===== src/rtl/fetch_pkg.sv =====
// Shared definitions for the fetch sequencer: FSM state encodings and default sizes.
package fetch_pkg;

  localparam int unsigned CNT_W_DEF       = 16;
  localparam int unsigned MEM_TIMEOUT_DEF = 64;
  localparam int unsigned TMR_W           = 8;

  typedef enum logic [2:0] {
    ST_IDLE    = 3'd0,
    ST_INIT    = 3'd1,
    ST_RUN     = 3'd2,
    ST_MEMWAIT = 3'd3,
    ST_HALT    = 3'd4,
    ST_ERROR   = 3'd5
  } state_t;

endpackage


===== src/rtl/fetch_sequencer_if.sv =====
// Decoder/fetch-unit side bundle of the fetch sequencer: decode flags in, PC strobes and status out.
interface fetch_sequencer_if
  import fetch_pkg::*;
#(
  parameter int unsigned CNT_W = CNT_W_DEF
);
  logic             start;
  logic             is_halt;
  logic             is_mem;
  logic             is_jump;
  logic             is_branch;
  logic             branch_taken;
  logic             mem_ack;
  logic             init_ctrl;
  logic             jump_ctrl;
  logic             branch_ctrl;
  logic             pc_hold;
  logic             done_ctrl;
  logic             mem_req;
  logic             error;
  logic [2:0]       state;
  logic [CNT_W-1:0] retired;
  logic [CNT_W-1:0] stall_cycles;

  modport master (
    output start, is_halt, is_mem, is_jump, is_branch, branch_taken, mem_ack,
    input  init_ctrl, jump_ctrl, branch_ctrl, pc_hold, done_ctrl, mem_req, error,
           state, retired, stall_cycles
  );

  modport slave (
    input  start, is_halt, is_mem, is_jump, is_branch, branch_taken, mem_ack,
    output init_ctrl, jump_ctrl, branch_ctrl, pc_hold, done_ctrl, mem_req, error,
           state, retired, stall_cycles
  );

endinterface


===== src/rtl/fetch_sequencer_sat_counter.sv =====
// Saturating up-counter with synchronous clear; clear takes priority over increment.
module sat_counter #(
  parameter int unsigned W = 16
) (
  input  logic         clock,
  input  logic         reset,
  input  logic         clear,
  input  logic         inc,
  output logic [W-1:0] count
);

  always_ff @(posedge clock or posedge reset) begin
    if (reset)                     count <= '0;
    else if (clear)                count <= '0;
    else if (inc && (count != '1)) count <= count + W'(1);
  end

endmodule


===== src/rtl/fetch_sequencer.sv =====
// PC control sequencer: turns decode flags into fetch strobes, stalls on data-memory
// accesses under a watchdog, and keeps retired/stall performance counters.
module fetch_sequencer
  import fetch_pkg::*;
#(
  parameter int unsigned CNT_W       = CNT_W_DEF,
  parameter int unsigned MEM_TIMEOUT = MEM_TIMEOUT_DEF
) (
  input logic             clock,
  input logic             reset,
  fetch_sequencer_if.slave bus
);

  state_t           state, nxt;
  logic [TMR_W-1:0] timer;
  logic             timer_clr, timer_inc, cnt_clr, ret_inc, stall_inc;
  logic [CNT_W-1:0] retired, stall_cycles;
  logic             timeout;

  assign timeout = (timer == TMR_W'(MEM_TIMEOUT - 1));

  always_ff @(posedge clock or posedge reset) begin
    if (reset) state <= ST_IDLE;
    else       state <= nxt;
  end

  // Watchdog only advances while waiting on memory without an ack.
  always_ff @(posedge clock or posedge reset) begin
    if (reset)          timer <= '0;
    else if (timer_clr) timer <= '0;
    else if (timer_inc) timer <= timer + TMR_W'(1);
  end

  always_comb begin
    nxt             = state;
    bus.init_ctrl   = 1'b0;
    bus.jump_ctrl   = 1'b0;
    bus.branch_ctrl = 1'b0;
    bus.pc_hold     = 1'b1;
    bus.done_ctrl   = 1'b0;
    bus.mem_req     = 1'b0;
    bus.error       = 1'b0;
    timer_clr       = 1'b0;
    timer_inc       = 1'b0;
    cnt_clr         = 1'b0;
    ret_inc         = 1'b0;
    stall_inc       = 1'b0;
    case (state)
      ST_IDLE: begin
        if (bus.start) nxt = ST_INIT;
      end
      ST_INIT: begin
        bus.init_ctrl = 1'b1;
        bus.pc_hold   = 1'b0;
        cnt_clr       = 1'b1;
        timer_clr     = 1'b1;
        nxt           = ST_RUN;
      end
      ST_RUN: begin
        if (bus.is_halt) begin
          bus.done_ctrl = 1'b1;
          ret_inc       = 1'b1;
          nxt           = ST_HALT;
        end else if (bus.is_mem) begin
          bus.mem_req = 1'b1;
          timer_clr   = 1'b1;
          nxt         = ST_MEMWAIT;
        end else begin
          bus.pc_hold     = 1'b0;
          ret_inc         = 1'b1;
          bus.jump_ctrl   = bus.is_jump;
          bus.branch_ctrl = !bus.is_jump && bus.is_branch && bus.branch_taken;
        end
      end
      ST_MEMWAIT: begin
        bus.mem_req = 1'b1;
        stall_inc   = 1'b1;
        if (bus.mem_ack) begin
          bus.pc_hold = 1'b0;
          ret_inc     = 1'b1;
          nxt         = ST_RUN;
        end else if (timeout) begin
          nxt = ST_ERROR;
        end else begin
          timer_inc = 1'b1;
        end
      end
      ST_HALT: begin
        bus.done_ctrl = 1'b1;
        if (bus.start) nxt = ST_INIT;
      end
      ST_ERROR: begin
        bus.error = 1'b1;
      end
      default: nxt = ST_IDLE;
    endcase
  end

  sat_counter #(.W(CNT_W)) u_retired (
    .clock (clock),
    .reset (reset),
    .clear (cnt_clr),
    .inc   (ret_inc),
    .count (retired)
  );

  sat_counter #(.W(CNT_W)) u_stall (
    .clock (clock),
    .reset (reset),
    .clear (cnt_clr),
    .inc   (stall_inc),
    .count (stall_cycles)
  );

  assign bus.state        = state;
  assign bus.retired      = retired;
  assign bus.stall_cycles = stall_cycles;

endmodule


===== src/flat_wrapper.sv =====
// flat-port wrapper written by rule: the top's interface ports become plain ports
module fetch_sequencer_flat import fetch_pkg::*;
#(
  parameter int unsigned CNT_W       = CNT_W_DEF,
  parameter int unsigned MEM_TIMEOUT = MEM_TIMEOUT_DEF
)
  (clock, reset, bus_start, bus_is_halt, bus_is_mem, bus_is_jump, bus_is_branch, bus_branch_taken, bus_mem_ack, bus_init_ctrl, bus_jump_ctrl, bus_branch_ctrl, bus_pc_hold, bus_done_ctrl, bus_mem_req, bus_error, bus_state, bus_retired, bus_stall_cycles);
  fetch_sequencer_if #(.CNT_W(CNT_W)) bus_i ();
  input logic clock;
  input logic reset;
  input wire logic [$bits(bus_i.start)-1:0] bus_start;
  input wire logic [$bits(bus_i.is_halt)-1:0] bus_is_halt;
  input wire logic [$bits(bus_i.is_mem)-1:0] bus_is_mem;
  input wire logic [$bits(bus_i.is_jump)-1:0] bus_is_jump;
  input wire logic [$bits(bus_i.is_branch)-1:0] bus_is_branch;
  input wire logic [$bits(bus_i.branch_taken)-1:0] bus_branch_taken;
  input wire logic [$bits(bus_i.mem_ack)-1:0] bus_mem_ack;
  output wire logic [$bits(bus_i.init_ctrl)-1:0] bus_init_ctrl;
  output wire logic [$bits(bus_i.jump_ctrl)-1:0] bus_jump_ctrl;
  output wire logic [$bits(bus_i.branch_ctrl)-1:0] bus_branch_ctrl;
  output wire logic [$bits(bus_i.pc_hold)-1:0] bus_pc_hold;
  output wire logic [$bits(bus_i.done_ctrl)-1:0] bus_done_ctrl;
  output wire logic [$bits(bus_i.mem_req)-1:0] bus_mem_req;
  output wire logic [$bits(bus_i.error)-1:0] bus_error;
  output wire logic [$bits(bus_i.state)-1:0] bus_state;
  output wire logic [$bits(bus_i.retired)-1:0] bus_retired;
  output wire logic [$bits(bus_i.stall_cycles)-1:0] bus_stall_cycles;
  assign bus_i.start = bus_start;
  assign bus_i.is_halt = bus_is_halt;
  assign bus_i.is_mem = bus_is_mem;
  assign bus_i.is_jump = bus_is_jump;
  assign bus_i.is_branch = bus_is_branch;
  assign bus_i.branch_taken = bus_branch_taken;
  assign bus_i.mem_ack = bus_mem_ack;
  assign bus_init_ctrl = bus_i.init_ctrl;
  assign bus_jump_ctrl = bus_i.jump_ctrl;
  assign bus_branch_ctrl = bus_i.branch_ctrl;
  assign bus_pc_hold = bus_i.pc_hold;
  assign bus_done_ctrl = bus_i.done_ctrl;
  assign bus_mem_req = bus_i.mem_req;
  assign bus_error = bus_i.error;
  assign bus_state = bus_i.state;
  assign bus_retired = bus_i.retired;
  assign bus_stall_cycles = bus_i.stall_cycles;
  fetch_sequencer #(.CNT_W(CNT_W), .MEM_TIMEOUT(MEM_TIMEOUT)) u_core (.clock(clock), .reset(reset), .bus(bus_i));
endmodule

===== config.mk =====
export PLATFORM = sky130hd
export DESIGN_NAME = fetch_sequencer_flat
export DESIGN_NICKNAME = d
export VERILOG_FILES = /design/src/rtl/fetch_pkg.sv /design/src/rtl/fetch_sequencer_if.sv /design/src/rtl/fetch_sequencer_sat_counter.sv /design/src/rtl/fetch_sequencer.sv /design/src/flat_wrapper.sv
export SDC_FILE = /design/constraint.sdc
export NUM_CORES = 1
export LEC_CHECK = 0
export ABC_AREA = 0
export BUFFER_PORTS_ARGS = -buffer_cell sky130_fd_sc_hd__buf_2
export CAP_MARGIN = 10
export CORE_AREA = 5 5 85 87
export CTS_CLUSTER_SIZE = 25
export DETAILED_ROUTE_END_ITERATION = 16
export DIE_AREA = 0 0 90 92
export PLACE_DENSITY_LB_ADDON = 0.05
export SETUP_SLACK_MARGIN = 0.1
export SLEW_MARGIN = 30
export SYNTH_ARGS = -nofsm -noshare
export SYNTH_HDL_FRONTEND = slang
export SYNTH_SLANG_ARGS = --single-unit

===== constraint.sdc =====
create_clock -name clock -period 1.8 [get_ports clock]
set_input_delay 0.09 -clock clock [delete_from_list [all_inputs] [get_ports clock]]
set_output_delay 0.09 -clock clock [all_outputs]
set_load 0.05 [all_outputs]

==> metrics.yaml, run 1 <==
total_leakage_power_nw: 1.818
die_y_um: 92
power.switching_fraction_pct: 44.21
dr.pass1.iters: 4
synth_cells: 291
setup_viol_count_final: 0
clock_insertion_delay_worst_skew_ps: 300
maxSlewViolCount: 0
finalInstanceArea_mm2: 0.003965
post-route-period-util_pct: 96.49
cap_viol_max_count: 0
hold_path.class: "in2reg"
clock_root_buffer: "clkbuf_8"
die_span_x_um: 90
netSwitchingPower_mw: 2.038
placeableCoreArea_mm2: 0.006277
placement.cell_area_mm2: 0.003480
grt_first_pass_wirelength_mm: 12.48
clkPwrFrac_pct: 19.7
drcViolationCount: 0
top_level_ports: 51
routedWlPerCell_um: 16.29
place.gp.congestion: 0.8054
synthesis.nets: 303
vias: 2785
gr-usage-all-layers_pct: 18.07
tritoncts: "yes"
relSlewSlack_pct: 58.35
setup.worst_path.end_class: "register"
initial_standard_cell_utilization_of_the_core_pct: 44.17
vias_per_cell: 5.814
rsz0062_at_grt: "true"
cts.reportedPaths.clkPinSlew_ps: 90
fin_worst_skew_ps: 8.397
num-nets-final: 413
largest_net_degree_at_the_start_of_global_routing: 29
timing.setup.critical_path_class: "reg2reg"
synth-edff-count: 0
synth.yosys.warnings: 0
setup.worst_path.start_class: "register"
power.density_mw_per_mm2: 1163
status: "completed"
power_frac_comb_pct: 52.6
synth.lib_cells_used.distinct: 65
cell_internal_power_dissipation_mw: 2.572
total_negative_slack_for_setup_checks_ps: 0
clock-sinks: 43
first_global_vias: 2589
port-buffer-count: 50
ys_ff_latch: 43
areaGrowthSynthToFinish_pct: 43.01
worst-slew-pin-transition_ps: 620.9
syn_area_per_cell_um2: 9.528
dieArea_mm2: 0.008280
synthTopCellsByArea: "dfrtp_1, mux2i_1, nand3_1, o21ai_0, nand2_1"
place.detailed.hpwl_mm: 5.334
antenna_found_initial: 0
synth_ff_type: "dfrtp_1"
vdd_ir_drop_max_v: 0.0008243
report.final.hold_viol_count: 0
fp-row-count: 29
detail_route.wirelength_mm: 7.802
summed_instance_area_of_the_synthesized_netlist_mm2: 0.002773
antenna_left: 0
cts_buffer_depth: 2
critPathMaxFanout: 8
clock_tree.htree_level_count: 2
number_of_diodes_added_for_antenna_fixing: 0
grt_overflow_total: 0
min_period_ps: 1737
fill_cells: 531
layout-drive-gt1-share_pct: 51.24
seqPwrFrac_pct: 27.7
cts_inserted_buffers: 5
dr.first_iter.drc_count: 117
synthDominantCellAreaShare_pct: 38.81
yosysSeqAreaShare_pct: 38.81
worst_hold_slack_ps: 243.0
worst-endpoint-arrival_ps: 1930
async_flop_share_pct: 100.0
crit_required_ps: 1990
clock.fmax_ghz: 0.5758
synth_top_cell_by_area: "dfrtp_1"
## flip-flops by register name, indices dropped and copies added (netlist names)
signal                  count
u_core.timer                8
u_core.bus.state            3
u_core.u_stall.count       16
u_core.u_retired.count     16
## power groups by stage
stage	clock (mW)	sequential, mW	combinational (mW)
finish	0.909	1.28	2.42
global route	0.971	1.30	2.59
CTS	0.928	1.28	2.23
detailed placement	0	1.33	2.03
global placement	0	1.32	2.01
floorplan	0	1.58	1.23
## cell usage in the layout (no fill, tap or decap), types with 4 or more instances in the layout
master	instances
a21oi_2	5
nor4_1	7
inv_1	11
dfrtp_1	9
a221o_1	4
nand4_1	9
nand2_1	17
o31ai_1	8
mux2i_1	10
o221ai_2	4
clkbuf_8	5
buf_6	8
o211ai_1	6
and2_1	5
nor2_1	10
nand3_1	15
nor3_1	8
nand4_4	4
a21oi_1	6
buf_2	46
or4_4	4
o21ai_0	7
dfrtp_2	34
and4_1	4
or3_1	4
nand2b_1	10
o21ai_1	7
buf_4	59
## per-layer routing
metal | vias up | GRT usage (%) | part of all wire [%]
met5 | - | 0 | 0
met4 | 0 | 4.715 | 1.4
met3 | 9 | 3.846 | 4.9
met2 | 84 | 30.49 | 49
met1 | 1337 | 23.62 | 44
li1 | 1355 | - | -
## through the flow
step	total power [mW]	instances	worst slack, ps	util, %
final	4.611	479	63.25	63.17
after global routing	4.864	479	4.096	63.17
after CTS	4.443	466	69.09	59.88
after detailed placement	3.357	444	4.830	55.43
after global placement	3.334	444	72.05	55.43
after floorplan	2.802	291	-202.2	-
## synth_stat cells (3+ instances only)
library cell	count
nor2_1	11
and4_1	4
a31oi_1	3
or4_1	3
and4_2	3
or3_1	6
nand3_1	18
nand4_1	9
mux2i_1	10
buf_2	4
a221o_1	4
nor2b_1	3
a21o_1	3
nand2b_1	10
xnor2_1	3
o31ai_1	8
o211ai_1	6
o21ai_0	14
inv_1	14
a211o_1	3
nand2_1	18
dfrtp_1	43
and2_1	5
a21oi_1	11
clkbuf_1	5
nor4_1	7
nor3_1	8
ha_1	3
o221ai_1	6
## cell type report
cell class | instances | area (um2) | area share (%)
Multi-Input combinational cell | 220 | 1753 | 44.21
Sequential cell | 43 | 1119 | 28.21
Timing Repair Buffer | 117 | 808.3 | 20.38
Tap cell | 77 | 96.34 | 2.430
Clock buffer | 6 | 72.57 | 1.830
Clock inverter | 2 | 60.06 | 1.515
Inverter | 14 | 56.30 | 1.420
## timing repair
item                                    CTS  global route
pin swaps                                 6            16
setup buffers                            13            12
endpoints found under the setup margin   25            38
gates resized for setup                   9            27
hold buffers                              1             0
gates cloned                              0             1
hold endpoints to repair                 15             0
## cell families after synthesis
kind of cell / synth area share, %
AOI/OAI and AO/OA: 20.62
xor gates and xnor gates: 1.264
adders and majority gates: 1.354
buffers and inverters: 4.828
DFF: 38.81
muxes: 4.422
and+or+nand+nor: 28.70
## critical path, stage by stage, from the launching register on
cell and delay [ps]:
dfrtp_2 390, ha_4 150, nand4_4 120, or4_4 510, and4_1 200, a221o_1 250
## worst paths after layout
| check | startpoint | to | slack (ps) | depth (start not counted) |
|---|---|---|---|---|
| max reg2reg | u_core.u_stall.count[0]$_DFFE_PP0P_ | u_core.u_stall.count[11]$_DFFE_PP0P_ | 60 | 5 |
| max in group asynchronous | reset | u_core.u_stall.count[1]$_DFFE_PP0P_ | 960 | 4 |
| min reg2reg | u_core.u_retired.count[4]$_DFFE_PP0P_ | u_core.u_retired.count[4]$_DFFE_PP0P_ | 520 | 1 |
| min in group asynchronous | reset | u_core.timer[2]$_DFFE_PP0P_ | 330 | 3 |
| max | u_core.u_stall.count[0]$_DFFE_PP0P_ | u_core.u_stall.count[11]$_DFFE_PP0P_ | 60 | 5 |
| min | bus_mem_ack | u_core.bus.state[2]$_DFFE_PP0P_ | 240 | 3 |
(Power assumes the default switching activity.)
==> run 2, diff against run 1 <==
--- a/config.mk
+++ b/config.mk
@@ -6,7 +6,7 @@
 export NUM_CORES = 1
 export LEC_CHECK = 0
 export ABC_AREA = 0
-export BUFFER_PORTS_ARGS = -buffer_cell sky130_fd_sc_hd__buf_2
+export BUFFER_PORTS_ARGS = -buffer_cell sky130_fd_sc_hd__buf_4
 export CAP_MARGIN = 10
 export CORE_AREA = 5 5 85 87
 export CTS_CLUSTER_SIZE = 25
==> constraint.sdc (replaced) <==
create_clock -name clock -period 2.1 [get_ports clock]
set_input_delay 0.105 -clock clock [delete_from_list [all_inputs] [get_ports clock]]
set_output_delay 0.105 -clock clock [all_outputs]
set_load 0.05 [all_outputs]
==> metrics.yaml, run 2 (same netlist as run 1, synthesis figures left out) <==
detail_route.wirelength_mm: 6.945  # -11%
worst-endpoint-arrival_ps: 2070  # +140 ps
dr.first_iter.drc_count: 141  # +21%
clock-sinks: 43  # unchanged
first_global_vias: 2381  # -8.0%
power.density_mw_per_mm2: 988.2  # -15%
cts_inserted_buffers: 5  # unchanged
vias: 2529  # -9.2%
fill_cells: 583  # +9.8%
gr-usage-all-layers_pct: 16.61  # -1.5 points
timing.setup.critical_path_class: "reg2reg"
placeableCoreArea_mm2: 0.006277  # unchanged
die_span_x_um: 90  # unchanged
grt_overflow_total: 0  # unchanged
port-buffer-count: 50  # unchanged
layout.cells.most_common: "buf_4"
crit_required_ps: 2290  # +300 ps
setup.worst_path.end_class: "register"
cts_buffer_depth: 2  # unchanged
instance_count_along_the_most_critical_hold_path: 4  # +1
vias_per_cell: 5.937  # +2.1%
top_level_ports: 51  # unchanged
hold_path.class: "in2reg"
maxSlewViolCount: 0  # unchanged
worst-slew-pin-transition_ps: 748.5  # +127.6 ps
antenna_found_initial: 0  # unchanged
final_cell_mix: "buf_4, dfrtp_2, nand3_1, nand2_1, dfrtp_1"
fin_worst_skew_ps: 9.800  # +1.403 ps
vdd_ir_drop_max_v: 0.0005526  # -33%
timing.reg2reg.setup_slack_ps: 210  # +150 ps
die_y_um: 92  # unchanged
place.gp.congestion: 0.8121  # +0.83%
fp-row-count: 29  # unchanged
post-place-cells: 416  # -6.3%
design_power_total_mw: 3.440  # -25%
relSlewSlack_pct: 49.88  # -8.5 points
clock_root_buffer: "clkbuf_8"
clock_insertion_delay_worst_skew_ps: 300  # about the same
cts.reportedPaths.clkPinSlew_ps: 90  # about the same
layout_top_registers: "u_core.u_retired.count x16, u_core.u_stall.count x16, u_core.timer x8"
placement.cell_area_mm2: 0.003341  # -4.0%
preCtsSetupSlack_ps: 221.5  # +216.7 ps
number_of_diodes_added_for_antenna_fixing: 0  # unchanged
finalInstanceArea_mm2: 0.003481  # -12%
cap_viol_max_count: 0  # unchanged
routedWlPerCell_um: 16.30  # about the same
layout-drive-gt1-share_pct: 36.10  # -15 points
areaGrowthSynthToFinish_pct: 25.54
post-route-period-util_pct: 89.80  # -6.7 points
clock_tree.htree_level_count: 2  # unchanged
total_leakage_power_nw: 1.479  # -19%
dr.pass1.iters: 4  # unchanged
num-nets-final: 360  # -13%
status: "completed"
initial_standard_cell_utilization_of_the_core_pct: 44.17  # unchanged
setup.worst_path.start_class: "register"
total_negative_slack_for_setup_checks_ps: 0  # unchanged
dieArea_mm2: 0.008280  # unchanged
place.detailed.hpwl_mm: 5.041  # -5.5%
critPathMaxFanout: 9  # +1
grt_first_pass_wirelength_mm: 11.68  # -6.4%
report.final.hold_viol_count: 0  # unchanged
min_period_ps: 1886  # +149.0 ps
antenna_left: 0  # unchanged
rsz0062_at_grt: "false"
tritoncts: "yes"
final_critical_path_setup_slack_ps: 214.3  # +151.0 ps
largest_net_degree_at_the_start_of_global_routing: 44  # +52%
rr_worst_depth: 5  # unchanged
setup_viol_count_final: 0  # unchanged
drcViolationCount: 0  # unchanged
final_cell_count_no_fill: 426  # -11%
clock.fmax_ghz: 0.5303  # -7.9%
==> run 2: final timing paths <==
kind | end | startpoint
worst max-delay path | u_core.u_stall.count[13]$_DFFE_PP0P_ | u_core.u_stall.count[1]$_DFFE_PP0P_
min in group asynchronous | u_core.u_retired.count[3]$_DFFE_PP0P_ | reset
worst max register to register | u_core.u_stall.count[13]$_DFFE_PP0P_ | u_core.u_stall.count[1]$_DFFE_PP0P_
max in group asynchronous | u_core.u_retired.count[10]$_DFFE_PP0P_ | reset
worst min register to register | u_core.u_retired.count[0]$_DFFE_PP0P_ | u_core.u_retired.count[0]$_DFFE_PP0P_
worst min-delay path | u_core.bus.state[0]$_DFFE_PP0P_ | bus_is_halt
==> run 2: area by class of cell <==
| class | count | area [um2] | share of cell area [%] |
|---|---|---|---|
| Clock buffer | 6 | 72.57 | 2.085 |
| Clock inverter | 2 | 37.54 | 1.078 |
| Inverter | 14 | 56.30 | 1.618 |
| Multi-Input combinational cell | 220 | 1614 | 46.37 |
| Sequential cell | 43 | 1109 | 31.85 |
| Tap cell | 77 | 96.34 | 2.768 |
| Timing Repair Buffer | 64 | 495.5 | 14.23 |
==> run 2: repair_timing <==
action | 4_1_cts | 5_1_grt
setup endpoints to repair | 0 | 8
buffers inserted | 0 | 1
hold endpoints to repair | 43 | 0
resized for setup | 0 | 3
hold buffers | 1 | 0
==> run 2: metrics by stage <==
step,utilization [%],hold slack (ps)
6_report,55.45,254.2
2_1_floorplan,-,340.4
3_3_place_gp,53.22,175.2
3_5_place_dp,53.22,176.0
5_1_grt,55.45,278.4
4_1_cts,55.13,258.2
==> run 2: per-layer routing <==
layer	wire length, um	global-route usage [%]	vias to the layer above	share of wire (%)
li1	-	-	1253	-
met1	3229	22.30	1222	46
met2	3332	27.20	50	48
met3	335	3.764	4	4.8
met4	48	4.218	0	0.69
met5	0	0	-	0
==> run 2: critical path: stages (launching register included) <==
cell     delay, ps
dfrtp_2        430
ha_4           180
nand4_4        160
or4_4          540
and4_1         210
a211o_1        260
==> run 2: report_power, final <==
| group | internal [mW] | switching [mW] | leakage [nW] | total, mW |
|---|---|---|---|---|
| Combinational | 0.557 | 1.10 | 0.879 | 1.65 |
| Clock | 0.355 | 0.296 | 0.0514 | 0.651 |
| Sequential | 0.940 | 0.196 | 0.549 | 1.14 |
| Total | 1.85 | 1.59 | 1.48 | 3.44 |
==> run 3, diff against run 2 <==
==> constraint.sdc (replaced) <==
create_clock -name clock -period 2.29 [get_ports clock]
set_input_delay 0.1145 -clock clock [delete_from_list [all_inputs] [get_ports clock]]
set_output_delay 0.1145 -clock clock [all_outputs]
set_load 0.05 [all_outputs]
==> metrics.yaml, run 3 (same netlist as run 1, synthesis figures left out) <==
dieArea_mm2: 0.008280  # unchanged
top_level_ports: 51  # unchanged
worstHoldStart: "bus_mem_ack"
place.detailed.hpwl_mm: 5.280  # +4.7%
cts.reportedPaths.clkPinSlew_ps: 90  # about the same
timing.setup.critical_path_class: "reg2reg"
worst_hold_slack_ps: 253.5  # -0.7390 ps
first_global_vias: 2577  # +8.2%
total_negative_slack_for_setup_checks_ps: 0  # unchanged
final_cell_mix: "buf_4, dfrtp_1, nand3_1, nand2_1, o21ai_0"
place.gp.congestion: 0.8072  # -0.60%
initial_standard_cell_utilization_of_the_core_pct: 44.17  # unchanged
hold_path.class: "in2reg"
worst-endpoint-arrival_ps: 2190  # +120 ps
clock_root_buffer: "clkbuf_8"
clock_insertion_delay_worst_skew_ps: 300  # about the same
placeableCoreArea_mm2: 0.006277  # unchanged
critPathMaxFanout: 9  # unchanged
power.density_mw_per_mm2: 952.9  # -3.6%
fin_worst_skew_ps: 5.191  # -4.608 ps
rsz0062_at_grt: "false"
fill_cells: 590  # +1.2%
number_of_diodes_added_for_antenna_fixing: 0  # unchanged
post_cts_buffers: 0  # unchanged
die_y_um: 92  # unchanged
cts_buffer_depth: 2  # unchanged
finalInstanceArea_mm2: 0.003461  # -0.58%
r2r_start: "u_core.u_stall.count[1]$_DFFE_PP0P_"
min_period_ps: 2005  # +119.6 ps
num-nets-final: 366  # +1.7%
clock.fmax_ghz: 0.4987  # -6.0%
antenna_left: 0  # unchanged
relSlewSlack_pct: 56.34  # +6.5 points
areaGrowthSynthToFinish_pct: 24.82
antenna_found_initial: 0  # unchanged
placement.cell_area_mm2: 0.003318  # -0.67%
report.final.hold_viol_count: 0  # unchanged
instance_count_along_the_most_critical_hold_path: 3  # -1
post-route-period-util_pct: 87.57  # -2.2 points
grt_first_pass_wirelength_mm: 12.68  # +8.6%
grt_overflow_total: 0  # unchanged
setup.worst_path.start_class: "register"
die_span_x_um: 90  # unchanged
cap_viol_max_count: 0  # unchanged
dr.pass1.iters: 4  # unchanged
worst-slew-pin-transition_ps: 648.8  # -99.67 ps
rr_worst_depth: 5  # unchanged
setup.worst_path.end_class: "register"
clock_tree.htree_level_count: 2  # unchanged
clock-sinks: 43  # unchanged
dr.first_iter.drc_count: 128  # -9.2%
vias: 2554  # +0.99%
total_leakage_power_nw: 1.565  # +5.8%
crit_required_ps: 2480  # +190 ps
port-buffer-count: 50  # unchanged
tritoncts: "yes"
drcViolationCount: 0  # unchanged
fp-row-count: 29  # unchanged
critical_path.reg2reg.endpoint: "u_core.u_stall.count[13]$_DFFE_PP0P_"
routedWlPerCell_um: 16.73  # +2.6%
cts_inserted_buffers: 5  # unchanged
post-place-cells: 423  # +1.7%
status: "completed"
layout-drive-gt1-share_pct: 29.01  # -7.1 points
setup_viol_count_final: 0  # unchanged
maxSlewViolCount: 0  # unchanged
detail_route.wirelength_mm: 7.229  # +4.1%
layout_top_registers: "u_core.u_retired.count x16, u_core.u_stall.count x16, u_core.timer x8"
final_cell_count_no_fill: 432  # +1.4%
timing.reg2reg.setup_slack_ps: 280  # +70 ps
vias_per_cell: 5.912  # -0.41%
number_of_resized_instances_in_the_post_cts_repair_step: 0  # unchanged
largest_net_degree_at_the_start_of_global_routing: 25  # -43%
vdd_ir_drop_max_v: 0.0004473  # -19%
gr-usage-all-layers_pct: 18.23  # +1.6 points
timing.hold.worst_endpoint: "u_core.bus.state[2]$_DFFE_PP0P_"
layout.cells.most_common: "buf_4"
## run 3: changes by cell type in the layout (fill, tap and decap cells not counted), sizes merged
cell      change
inv           +2
clkinv        -1
bufinv        +1
buf           +6
clkinvlp      -2
## run 3: how the worst max path moves through the flow
stage	from	to	slack, ps
6_report	u_core.u_stall.count[1]$_DFFE_PP0P_	u_core.u_stall.count[13]$_DFFE_PP0P_	280
5_1_grt	u_core.bus.state[0]$_DFFE_PP0P_	bus_init_ctrl	120
4_1_cts	u_core.bus.state[0]$_DFFE_PP0P_	bus_init_ctrl	240
3_5_place_dp	u_core.u_stall.count[0]$_DFFE_PP0P_	u_core.u_stall.count[13]$_DFFE_PP0P_	300
3_3_place_gp	u_core.u_stall.count[0]$_DFFE_PP0P_	u_core.u_stall.count[13]$_DFFE_PP0P_	330
2_1_floorplan	u_core.u_stall.count[1]$_DFFE_PP0P_	u_core.u_stall.count[13]$_DFFE_PP0P_	100
## run 3: report_power, final
| group | leakage, nW | switching (mW) | internal (mW) |
|---|---|---|---|
| Clock | 0.0654 | 0.276 | 0.436 |
| Combinational | 0.915 | 1.07 | 0.542 |
| Sequential | 0.585 | 0.118 | 0.851 |
| Total | 1.57 | 1.47 | 1.83 |
## run 3: final cells by class
class,instances,area (um2),area share [%]
multi-input combinational,220,1572,45.41
clock inverter,2,60.06,1.735
inverter,14,52.55,1.518
tap,77,96.34,2.784
timing repair buffer,70,528.0,15.26
clock buffer,6,72.57,2.097
sequential,43,1080,31.20
## run 3: worst max-delay path, stage by stage (launching register included)
cell	delay (ps)
dfrtp_2	410
ha_2	230
nand4_4	160
or4_4	630
and4_1	210
a211o_1	260
## run 3: through the flow
stage | power (mW) | setup slack (ps) | utilization, %
global placement | 2.592 | 326.9 | 52.86
global route | 3.525 | 120.7 | 55.13
CTS | 3.328 | 241.6 | 55.13
detailed placement | 2.602 | 296.8 | 52.86
floorplan | 2.054 | 99.36 | -
finish | 3.298 | 284.6 | 55.13
## run 3: repair_timing
action	CTS	global route
endpoints found under the setup margin	0	0
hold buffers	1	0
endpoints found under the hold margin	22	0
## run 3: layer usage
metal  track usage, %  share of wire (%)  vias up
met5                0                  0        -
met4            6.824                1.9        0
met3            3.519                4.2       11
met2            29.63                 49       53
met1            24.13                 45     1238
li1                 -                  -     1252
